<file path="config.mk">
export PLATFORM = sky130hd
export DESIGN_NAME = sprite_row_fetch
export DESIGN_NICKNAME = d
export VERILOG_FILES = /design/src/rtl/sprite_row_fetch.sv
export SDC_FILE = /design/constraint.sdc
export NUM_CORES = 1
export LEC_CHECK = 0
export BUFFER_PORTS_ARGS = -buffer_cell sky130_fd_sc_hd__buf_2
export CORE_ASPECT_RATIO = 0.7
export CORE_MARGIN = 5
export CORE_UTILIZATION = 30
export DETAILED_ROUTE_END_ITERATION = 10
export HOLD_SLACK_MARGIN = 0.12
export PLACE_DENSITY = 0.63
export SLEW_MARGIN = 40
export SYNTH_ARGS = -nofsm -noshare
export SYNTH_HDL_FRONTEND = slang
export SYNTH_SLANG_ARGS = --single-unit
</file>
<file path="constraint.sdc">
create_clock -name clk -period 2.45 [get_ports clk]
set_input_delay 0 -clock clk [delete_from_list [all_inputs] [get_ports clk]]
set_output_delay 0 -clock clk [all_outputs]
set_load 0.01 [all_outputs]
</file>
<file path="src/rtl/sprite_row_fetch.sv">
// Sprite row fetcher: latches one sprite record per request and walks its pixel row.
// Latency: first address valid 1 clk after sprite_on is sampled; one address step per pixel_tick.
// Backpressure: 4-phase level handshake; count_finished is held until sprite_on falls, then no re-trigger until it rises again.
module sprite_row_fetch #(
    parameter int ADDR_W   = 14,
    parameter int LEN_W    = 5,
    parameter int BASE_LSB = 0,
    parameter int LEN_LSB  = 14
) (
    input  logic              clk,
    input  logic              reset,
    input  logic              pixel_tick,
    input  logic              sprite_on,
    input  logic [31:0]       sprite_datas,
    output logic [ADDR_W-1:0] memory_address,
    output logic              addr_valid,
    output logic              count_finished,
    output logic              busy
);

    typedef enum logic [1:0] {
        IDLE  = 2'd0,
        FETCH = 2'd1,
        DONE  = 2'd2
    } state_t;

    state_t             state;
    state_t             state_nxt;

    logic [LEN_W-1:0]   counter;
    logic [LEN_W-1:0]   counter_nxt;
    logic [LEN_W-1:0]   len_q;
    logic [LEN_W-1:0]   len_nxt;
    logic [ADDR_W-1:0]  addr_nxt;
    logic               valid_nxt;
    logic               fin_nxt;
    logic               busy_nxt;

    logic [ADDR_W-1:0]  base_field;
    logic [LEN_W-1:0]   len_field;

    // Record fields; every other bit of sprite_datas is don't-care.
    assign base_field = sprite_datas[BASE_LSB +: ADDR_W];
    assign len_field  = sprite_datas[LEN_LSB +: LEN_W];

    logic unused_datas;
    assign unused_datas = &{1'b0, sprite_datas};

    // State register; reset drops any pending request.
    always_ff @(posedge clk or negedge reset) begin
        if (!reset) begin
            state <= IDLE;
        end else begin
            state <= state_nxt;
        end
    end

    // Next-state decode; abort (sprite_on low) wins over a pixel tick.
    always_comb begin
        state_nxt = IDLE;
        case (state)
            IDLE: begin
                state_nxt = sprite_on ? FETCH : IDLE;
            end
            FETCH: begin
                if (!sprite_on) begin
                    state_nxt = IDLE;
                end else if (pixel_tick && (counter == len_q)) begin
                    state_nxt = DONE;
                end else begin
                    state_nxt = FETCH;
                end
            end
            DONE: begin
                state_nxt = sprite_on ? DONE : IDLE;
            end
            default: begin
                state_nxt = IDLE;
            end
        endcase
    end

    // Next values of the registered outputs and row bookkeeping.
    always_comb begin
        addr_nxt    = memory_address;
        counter_nxt = counter;
        len_nxt     = len_q;
        valid_nxt   = addr_valid;
        fin_nxt     = count_finished;
        busy_nxt    = busy;
        case (state)
            IDLE: begin
                valid_nxt = 1'b0;
                fin_nxt   = 1'b0;
                busy_nxt  = 1'b0;
                if (sprite_on) begin
                    // The record is captured only here; later changes are ignored.
                    addr_nxt    = base_field;
                    len_nxt     = len_field;
                    counter_nxt = '0;
                    valid_nxt   = 1'b1;
                    busy_nxt    = 1'b1;
                end
            end
            FETCH: begin
                if (!sprite_on) begin
                    valid_nxt = 1'b0;
                    fin_nxt   = 1'b0;
                    busy_nxt  = 1'b0;
                end else if (pixel_tick) begin
                    if (counter < len_q) begin
                        // Address wraps naturally at 2^ADDR_W.
                        addr_nxt    = memory_address + ADDR_W'(1);
                        counter_nxt = counter + LEN_W'(1);
                    end else begin
                        // Final pixel consumed: keep the last address, report completion.
                        valid_nxt = 1'b0;
                        fin_nxt   = 1'b1;
                    end
                end
            end
            DONE: begin
                valid_nxt = 1'b0;
                fin_nxt   = 1'b1;
                busy_nxt  = 1'b1;
                if (!sprite_on) begin
                    fin_nxt  = 1'b0;
                    busy_nxt = 1'b0;
                end
            end
            default: begin
                addr_nxt    = '0;
                counter_nxt = '0;
                len_nxt     = '0;
                valid_nxt   = 1'b0;
                fin_nxt     = 1'b0;
                busy_nxt    = 1'b0;
            end
        endcase
    end

    // Registered outputs and row bookkeeping.
    always_ff @(posedge clk or negedge reset) begin
        if (!reset) begin
            memory_address <= '0;
            counter        <= '0;
            len_q          <= '0;
            addr_valid     <= 1'b0;
            count_finished <= 1'b0;
            busy           <= 1'b0;
        end else begin
            memory_address <= addr_nxt;
            counter        <= counter_nxt;
            len_q          <= len_nxt;
            addr_valid     <= valid_nxt;
            count_finished <= fin_nxt;
            busy           <= busy_nxt;
        end
    end

endmodule

</file>
# == Word-level counts from Yosys, hierarchy flattened ==
# Cells that the tools add are included.
# totals
out_inout_bits,17
register_bits,29
word_cells,57
# op_classes
add_sub_neg,2
magnitude_cmp,1
n_reduce_logical,7
bitwise,2
n_mux,28
n_eq_ne,10
# ops
operator,count
14-bit two-way mux,4
14-bit one-hot mux with 3 select lines,1
5-bit two-way mux,5
5-bit one-hot mux with 3 select lines,1
"14-bit by 1-bit adder with 14-bit output, second input constant",1
"2-bit inequality test, second input constant",5
5-bit one-hot mux with 2 select lines,1
1-bit two-way mux,9
2-bit two-way mux,3
"3-bit inequality test, second input constant",2
1-bit one-hot mux with 2 select lines,3
2-bit one-hot mux with 3 select lines,1
"5-bit by 1-bit adder with 5-bit output, second input constant",1
5-bit equality test,1
5-bit < comparator,1
5-bit AND reduction,1
2-bit AND reduction,2
2-bit OR reduction,2
"2-bit by 1-bit equality test with 1-bit output, second input constant",1
"2-bit equality test, second input constant",1
2-bit zero test,1
1-bit NOT,2
1-bit logical AND,1

# == Longest topological paths before layout ==
# Gate-level depths: netlist of run 1.
# depth
ltp_word,5
ltp_mapped,9
depth_no_buf,7

# == Least setup slack after synthesis of run 1 ==
# Ideal clock, no wire load.
# synth_path
path_type,register to register
start,register counter[4]
end,register memory_address[11]
arrival_time_ns,1.933
setup_slack_ns,0.391
n_path_buf,1
path_stages_with_launch,8
path_cell_list,dfrtp_1 > ha_1 > a21o_1 > or2_1 > buf_4 > o41ai_2 > o41ai_2 > a221o_1
# synth_via
elab_chain_len,3
# synth_rtl
item,line,text
from (decl),30,logic [LEN_W-1:0] counter;
from (signal assigned),153,counter <= counter_nxt;
5-bit < comparator,111,if (counter < len_q) begin
2-bit inequality test (no line),--,
5-bit AND reduction (no line),--,
to (signal assigned),152,memory_address <= addr_nxt;
to (decl),15,"output logic [ADDR_W-1:0] memory_address,"
# Every way passes these cells.
# A chain may end at the register's enable or synchronous reset.

# == Final worst setup path of run 1 ==
# layout_path
start,register counter[4]
end,register memory_address[12]
# The elaborated chain is that of the path after synthesis.

==> results.ini, run 1 <==
[run_status]
status = complete, no violations

[critical_path]
r2r_slack_ns = 0.18
arrival_ns = 2.50
cp-start-kind = flop
path_class = reg -> reg
ff2ff_path_depth = 6
r2r-start = counter[4]
path_max_fanout = 7
reg2reg_to = memory_address[12]
cp.required_ns = 2.67
critPathCaptureType = flop

[yosys]
synth_edf_count = 0
synth.yosys.seq_area_share_pct = 38.0
synthArstFlopShare_pct = 100
ys_seq_elements = 29
netlist_area_um2 = 1910
synth_flop_cell = dfrtp_1
syn_nets = 263
synth_compound_area_share_pct = 24.9
synth-simple-area-share_pct = 21.7
ys_types = 49
synth_xor_area_share_pct = 0
synth_fa_ha_area_share_pct = 7.20
synth_top_family_by_area = compound AO/OA/AOI/OAI gates
avgSynthCellArea_um2 = 8.85
yosysWarnings = 0
postSynthCellCount = 216
muxShareOfSynthArea_pct = 3.21

[sta]
setup_viol = 0
rsz0062_at_grt = false
worstMarginPinSlew_ns = 0.428
fin_tns_setup_ns = 0
skew_ns = 0.00742
finalHoldViolCount = 0
fin_crit_sh_pct = 92.7
hold_ws_ns = 0.152
clock.fmax_mhz = 440
slew_viol_final = 0
min_period_ns = 2.27
relSlewSlack_pct = 71.1

[clocking]
root_buffer = clkbuf_8
cts_setup_buffers = 0
cts_inserted_buffers = 5
insertion_delay_ns = 0.28
clk_path_buf_depth = 2
cts_tree = done
htreeDepth = 2
cts_sinks = 29
clkTransAtPathRegs_ns = 0.07

[floorplanning]
num_io_pins = 53
core_area_um2 = 6220
die_area_um2 = 8090
initial_core_util_pct = 30.7
rows = 24
die_h_um = 76.8
die_x_um = 105

[finish]
finalNetCount = 324
drive_gt1_share_pct = 21.9
area_delta_synth_final_pct = 30.9
mostFrequentLayoutCell = buf_2
layout_common_cells = buf_2 (38), nand2_1 (31), dfrtp_1 (29)
antenna_cells = 0

[min_path]
hp-start = pixel_tick
hold_depth = 4
hold_end = addr_valid
hold_class = in -> reg

[route]
vias_per_cell = 5.24
route.detailed.wl_per_inst_um = 15.3
drt_pre_antenna_iters = 4
vias = 1866
drc = 0
totalWireLength_um = 5430
drt_iter0_drc = 146
ant_nets = 0

[pwr]
peakVddDrop_mv = 0.456
p_per_area_nw_per_um2 = 1040
leakagePower_nw = 1.12

[grt]
grt_pass1_vias = 1990
grt_usage_pct = 14.6
grt_max_degree = 30
antenna_found_initial = 0
grt_overflow = 0
grt_pass1_wl_um = 9580

[placed_design]
detailed_place_hpwl_um = 3860
port_buffers = 39
globalplace.congestion = 0.815

[run]
cap_viol_max_count = 0

-- timing repair --
action / CTS / global route
resized for setup: 0 / 1
endpoints found under the setup margin: 0 / 1
endpoints found under the hold margin: 53 / 0
hold buffers: 21 / 0
-- final cells by class --
cell class / count / area [um^2]
Clock inverter: 1 / 5.00
Multi-Input combinational cell: 166 / 1090
Inverter: 9 / 33.8
Sequential cell: 29 / 726
Clock buffer: 7 / 96.3
Timing Repair Buffer: 66 / 453
Fill cell: 618 / 3710
Tap cell: 78 / 97.6
-- cells by family (layout without fill, tap and decap cells) --
| group | Yosys count | in the layout |
|---|---|---|
| and+or+nand+nor | 82 | 82 |
| muxes | 6 | 6 |
| buffers and inverters | 21 | 83 |
| adders and majority gates | 11 | 11 |
| DFF | 29 | 29 |
| AOI/OAI and AO/OA | 67 | 67 |
-- synth_stat cells, types with 2 or more instances --
cell type  count  area [um^2]
nand2_1       31          116
dfrtp_1       29          726
o21ai_1       16         80.1
ha_1          11          138
nand3_1       11         55.1
nor2_1         9         33.8
o21ai_0        9         45.0
a21oi_1        8         40.0
inv_1          8         30.0
clkbuf_1       6         22.5
a221o_1        5         50.1
mux2i_1        5         50.1
a22o_1         4         35.0
nand2b_1       4         25.0
nor3_1         4         20.0
and4_1         3         26.3
nand4_1        3         18.8
nor2b_1        3         18.8
o21a_1         3         22.5
o221ai_1       3         26.3
o31a_1         3         26.3
or3_1          3         18.8
a21o_1         2         15.0
and3_1         2         12.5
buf_2          2         10.0
buf_4          2         15.0
o211ai_1       2         15.0
o41ai_2        2         32.5
or2_1          2         12.5
or4_1          2         15.0
-- sequential cells by signal, summed over array words and instances (netlist names) --
register,flops
addr_valid,1
busy,1
count_finished,1
counter,5
len_q,5
memory_address,14
state,2
-- how the worst max path moves through the flow --
stage / from / endpoint / slack (ns) / cells past startpoint
final: counter[4] / memory_address[12] / 0.18 / 6
after floorplan: counter[4] / memory_address[11] / 0.39 / 7
after global placement: counter[0] / memory_address[11] / 0.22 / 8
after global routing: counter[4] / memory_address[7] / 0.07 / 6
after CTS: counter[4] / memory_address[7] / 0.19 / 6
after detailed placement: counter[4] / memory_address[7] / 0.21 / 6
-- per-stage QoR --
stage | cells | total power (W) | setup WS (ns) | cell area, um^2 | util (%)
2_1_floorplan | 216 | 0.00170 | 0.391 | 1910 | -
3_3_place_gp | 327 | 0.00209 | 0.219 | 2190 | 35.2
3_5_place_dp | 327 | 0.00212 | 0.207 | 2190 | 35.2
4_1_cts | 356 | 0.00261 | 0.194 | 2500 | 40.2
5_1_grt | 356 | 0.00285 | 0.0655 | 2500 | 40.2
6_report | 356 | 0.00259 | 0.178 | 2500 | 40.2
-- layer usage --
layer  global-route usage [%]  vias to the layer above  wire, um
met4                     4.06                        0        43
met1                     21.6                      893      2910
met3                     3.44                        4       247
li1                         -                      926         -
met2                     21.1                       43      2230
met5                        0                        -         0
-- critical path, stage by stage (launching register included) --
cell and delay (ns):
dfrtp_1 0.42, ha_1 0.33, nand2_1 0.12, a211oi_1 0.07
or4_1 0.67, o41ai_1 0.43, a221o_1 0.18
-- report_power, final --
group          switching [W]  leakage (nW)  internal, W
logic               0.000725         0.690     0.000526
clock network       0.000196        0.0542     0.000254
registers           0.000226         0.371     0.000663
total                0.00115          1.12      0.00144
(Power assumes the default switching activity.)
==> run 2: changes to the inputs <==
Settings changed: PLACE_DENSITY 0.63 to 0.65.
Clock period 2.45 ns to 1.9 ns, I/O delays scaled along.
==> run 2 against run 1 <==
The run now ends with setup timing left. Routed wire length grew 19%. Sequential power up 20%. Power rose by 66%. Count of clock-buffer cells in the layout unchanged. Die area unchanged. Highest routed layer unchanged. Utilization is 8.2 points higher.
==> results.ini, run 2 (same netlist as run 1, synthesis figures left out) <==
[sta]
setup_ws_ns = -0.153
fin_crit_sh_pct = 108
slew_viol_final = 0
fin_tns_setup_ns = -0.940
worstMarginPinSlew_ns = 0.695
setup_viol = 13
finalHoldViolCount = 0
relSlewSlack_pct = 53.7
rsz0062_at_grt = true
skew_ns = 0.00785
min_period_ns = 2.05
clock.fmax_mhz = 487

[pwr]
p_sw_w = 0.00185
pwr-share-clk_pct = 13.6
p_per_area_nw_per_um2 = 1430
power.internal_w = 0.00245
pwr-share-comb_pct = 61.5
peakVddDrop_mv = 0.499
pwr-share-seq_pct = 24.9
netSwitchingFraction_pct = 43.0
leakagePower_nw = 1.38

[finish]
top_regs = memory_address (14), counter (5), len_q (5)
drive_gt1_share_pct = 40.9
finalNetCount = 366
layout_common_cells = buf_4 (42), buf_2 (39), nand2_1 (31)
mostFrequentLayoutCell = buf_4
area_delta_synth_final_pct = 57.5
largest_reg_flops = 14
fin_util_pct = 48.4
multi_input_area_um2 = 1260
top_register = memory_address
antenna_cells = 0
nFillCells = 596
seq_area_um2 = 726

[route]
drt_pre_antenna_iters = 5
ant_nets = 0
vias = 2101
totalWireLength_um = 6480
route.detailed.wl_per_inst_um = 16.3
drt_iter0_drc = 180
drc = 0
vias_per_cell = 5.28

[critical_path]
cp-start-kind = flop
cp-startpoint = len_q[4]
path_class = reg -> reg
path_max_fanout = 8
r2r-start = len_q[4]
reg2reg_to = memory_address[11]
cpPeakStageDelay_ns = 0.34
arrival_ns = 2.23
critPathSlowestCell = dfrtp_1
r2r_slack_ns = -0.15
crit_chain = inv_1, ha_1, a21o_1, or2_4, o41ai_4, o41ai_2, a221o_1
critPathCaptureType = flop
cp.required_ns = 2.08
ff2ff_path_depth = 7
crit_end = memory_address[11]

[run]
cap_viol_max_count = 0

[grt]
antenna_found_initial = 0
grt_overflow = 0
grt_pass1_wl_um = 10600
grt_pass1_vias = 2088
grt_max_degree = 30
grt_usage_pct = 16.2

[clocking]
root_buffer = clkbuf_8
clk_path_buf_depth = 2
cts_inserted_buffers = 5
cts_tree = done
insertion_delay_ns = 0.29
htreeDepth = 2
cts_sinks = 29
clkTransAtPathRegs_ns = 0.07

[floorplanning]
num_io_pins = 53
initial_core_util_pct = 30.7
core_area_um2 = 6220
rows = 24
die_h_um = 76.8
die_area_um2 = 8090
die_x_um = 105

[placed_design]
dp_slack_ns = -0.266
detailed_place_hpwl_um = 4540
port_buffers = 39
globalplace.congestion = 0.872

[min_path]
hold_class = in -> reg
hp-start = sprite_datas[0]
hold_depth = 4

[run_status]
violations = setup timing
status = finished with violations

==> run 2: cell count changes in the layout (fill, tap and decap cells not counted), moves of 3 or more <==
| cell | delta |
|---|---|
| buf_4 | +35 |
| o21ai_1 | -12 |
| o21ai_2 | +12 |
| dlygate4sd3_1 | -3 |
| buf_6 | +9 |
==> run 2: per-stage QoR <==
stage                     total power (W)  std cells  hold slack (ns)  area (um^2)
after global placement            0.00308        361           0.0853         2450
after global routing              0.00461        398            0.125         3010
after CTS                         0.00405        392            0.127         2860
after detailed placement          0.00313        361           0.0925         2450
after floorplan                   0.00221        216           -0.296         1920
final                             0.00430        398            0.118         3010
==> run 2: what timing repair did <==
action | in CTS | in global routing
cloned | 0 | 0
buffers inserted | 5 | 6
pin swaps | 10 | 18
hold buffers | 18 | 0
gates resized for setup | 20 | 20
hold endpoints to repair | 46 | 0
endpoints found under the setup margin | 19 | 21
==> run 2: critical path: cells and delay by family (launching register included) <==
kind	cells	cell delay, ns
simple gates	1	0.30
flops	1	0.34
compound gates	4	0.94
buf+inv	1	0.05
fa+ha+maj	1	0.30
==> run 2: how the worst min path moves through the flow <==
stage | slack [ns] | end
after CTS | 0.13 | memory_address[0]
after global routing | 0.13 | memory_address[0]
final | 0.12 | memory_address[0]
after detailed placement | 0.09 | memory_address[10]
after floorplan | -0.30 | addr_valid
after global placement | 0.09 | counter[3]
==> run 2: final cells by class <==
type / count / area share (%)
multi-input cells: 166 / 41.8
inverters: 9 / 1.12
well taps: 78 / 3.24
clock buffers: 7 / 3.20
repair buffers: 108 / 26.3
flip-flops and latches: 29 / 24.1
clock inverters: 1 / 0.166
==> run 2: per-layer routing <==
layer	global-route usage [%]	wire (um)
met5	0	0
met4	4.33	64
met3	3.86	354
met2	24.0	2910
met1	23.3	3150
==> run 2: power by group through the flow <==
stage               clock network [W]  logic (W)  registers (W)
floorplan                           0    0.00104        0.00117
CTS                          0.000595    0.00241        0.00105
detailed placement                  0    0.00207        0.00106
global placement                    0    0.00204        0.00105
finish                       0.000587    0.00265        0.00107
global route                 0.000632    0.00287        0.00111
==> run 3: changes to the inputs <==
Settings changed: PLACE_DENSITY 0.65 to 0.63.
Clock period 1.9 ns to 2.4 ns, I/O delays scaled along.
==> run 3 against run 2 <==
The run now ends clean. Global-route usage is 2.0 points lower. Final cell count is 11% lower. Count of clock-buffer cells in the layout stayed put. First-iteration DRC count is 33% lower. Via count is 9.4% lower. Flip-flop and latch count stayed put. Hold slack better by 0.033 ns. Sequential power is 15% lower. Critical path depth stayed put. Die area stayed put. Combinational power is 52% lower.
==> results.ini, run 3 (same netlist as run 1, synthesis figures left out) <==
[clocking]
root_buffer = clkbuf_8
cts_setup_buffers = 0
cts_inserted_buffers = 5
insertion_delay_ns = 0.28
cts_sinks = 29
clk_path_buf_depth = 2
htreeDepth = 2
clkTransAtPathRegs_ns = 0.06
cts_tree = done

[placed_design]
detailed_place_hpwl_um = 3770
port_buffers = 39
globalplace.congestion = 0.831
dp_cells = 327
placed_cell_area_um2 = 2190

[min_path]
hold_depth = 4
hp-start = pixel_tick
hold_end = count_finished
hold_class = in -> reg

[critical_path]
reg2reg_to = memory_address[10]
r2r-start = counter[4]
arrival_ns = 2.35
path_max_fanout = 5
cp.required_ns = 2.55
cp-startpoint = counter[4]
ff2ff_path_depth = 7
r2r_slack_ns = 0.20
cp-start-kind = flop
critPathCaptureType = flop
path_class = reg -> reg

[sta]
slew_viol_final = 0
clock.fmax_mhz = 455
finalHoldViolCount = 0
skew_ns = 0.00517
worstMarginPinSlew_ns = 0.708
fin_crit_sh_pct = 91.7
min_period_ns = 2.20
rsz0062_at_grt = false
relSlewSlack_pct = 52.8
fin_tns_setup_ns = 0
hold_ws_ns = 0.151
setup_viol = 0

[floorplanning]
rows = 24
die_area_um2 = 8090
core_area_um2 = 6220
die_x_um = 105
initial_core_util_pct = 30.7
num_io_pins = 53
die_h_um = 76.8

[finish]
stdcell_area_um2 = 2500
largest_reg_flops = 14
mostFrequentLayoutCell = buf_2
top_regs = memory_address (14), counter (5), len_q (5)
finalNetCount = 324
top_register = memory_address
antenna_cells = 0
stdcell_count = 356
layout_common_cells = buf_2 (39), nand2_1 (31), dfrtp_1 (29)
area_delta_synth_final_pct = 30.9
drive_gt1_share_pct = 22.3

[grt]
grt-busiest-layer = met1
grt_overflow = 0
grt_max_degree = 30
met1_usage_pct = 20.6
gr-usage-met3_pct = 3.27
use_met2_pct = 20.6
grt_usage_pct = 14.2
antenna_found_initial = 0
grt_pass1_wl_um = 9260
grt_pass1_vias = 1913

[route]
vias = 1904
drc = 0
ant_nets = 0
vias_per_cell = 5.35
route.detailed.wl_per_inst_um = 15.3
drt_pre_antenna_iters = 5
drt_iter0_drc = 121
totalWireLength_um = 5430

[pwr]
leakagePower_nw = 1.12
p_per_area_nw_per_um2 = 1060
peakVddDrop_mv = 0.465
total_power_w = 0.00264

[run]
cap_viol_max_count = 0

[run_status]
status = complete, no violations

-- run 3: changes by cell type in the layout (fill, tap and decap cells not counted), sizes merged --
cell         previous run  this run
buf                    90        45
dlygate4sd3            18        21
-- run 3: how the worst max path moves through the flow --
stage,cells past startpoint,endpoint,slack [ns]
2_1_floorplan,7,memory_address[11],0.34
3_3_place_gp,6,memory_address[6],0.19
3_5_place_dp,6,memory_address[6],0.18
4_1_cts,8,memory_address[11],0.15
5_1_grt,8,memory_address[11],0.09
6_report,7,memory_address[10],0.20
-- run 3: cell type report --
class	instances	area, um^2
timing repair buffer	66	450
tap	78	97.6
sequential	29	726
fill	636	3710
clock buffer	7	96.3
multi-input combinational	166	1090
clock inverter	1	5.00
inverter	9	33.8
-- run 3: critical path, stage by stage, from the launching register on --
cell      delay (ns)
dfrtp_1         0.41
ha_1            0.32
nand2_1         0.12
a211oi_1        0.07
or4_1           0.63
buf_4           0.22
o221ai_1        0.18
o211ai_1        0.12
-- run 3: per-stage QoR --
stage | util [%] | setup slack, ns
6_report | 40.2 | 0.200
5_1_grt | 40.2 | 0.0851
4_1_cts | 40.2 | 0.152
3_5_place_dp | 35.2 | 0.185
3_3_place_gp | 35.2 | 0.194
2_1_floorplan | - | 0.341
-- run 3: report_power, final --
part / internal, W / switching, W
Combinational: 0.000535 / 0.000744
Clock: 0.000259 / 0.000191
Sequential: 0.000678 / 0.000233
Total: 0.00147 / 0.00117
-- run 3: routing by layer --
metal	wire length, um	part of all wire, %
met5	0	0
met4	38	0.70
met3	336	6.2
met2	2290	42
met1	2760	51
-- run 3: timing repair --
action                     CTS  global route
hold buffers                21             0
gates resized for setup      0             2
setup endpoints to repair    0             2
hold endpoints to repair    53             0
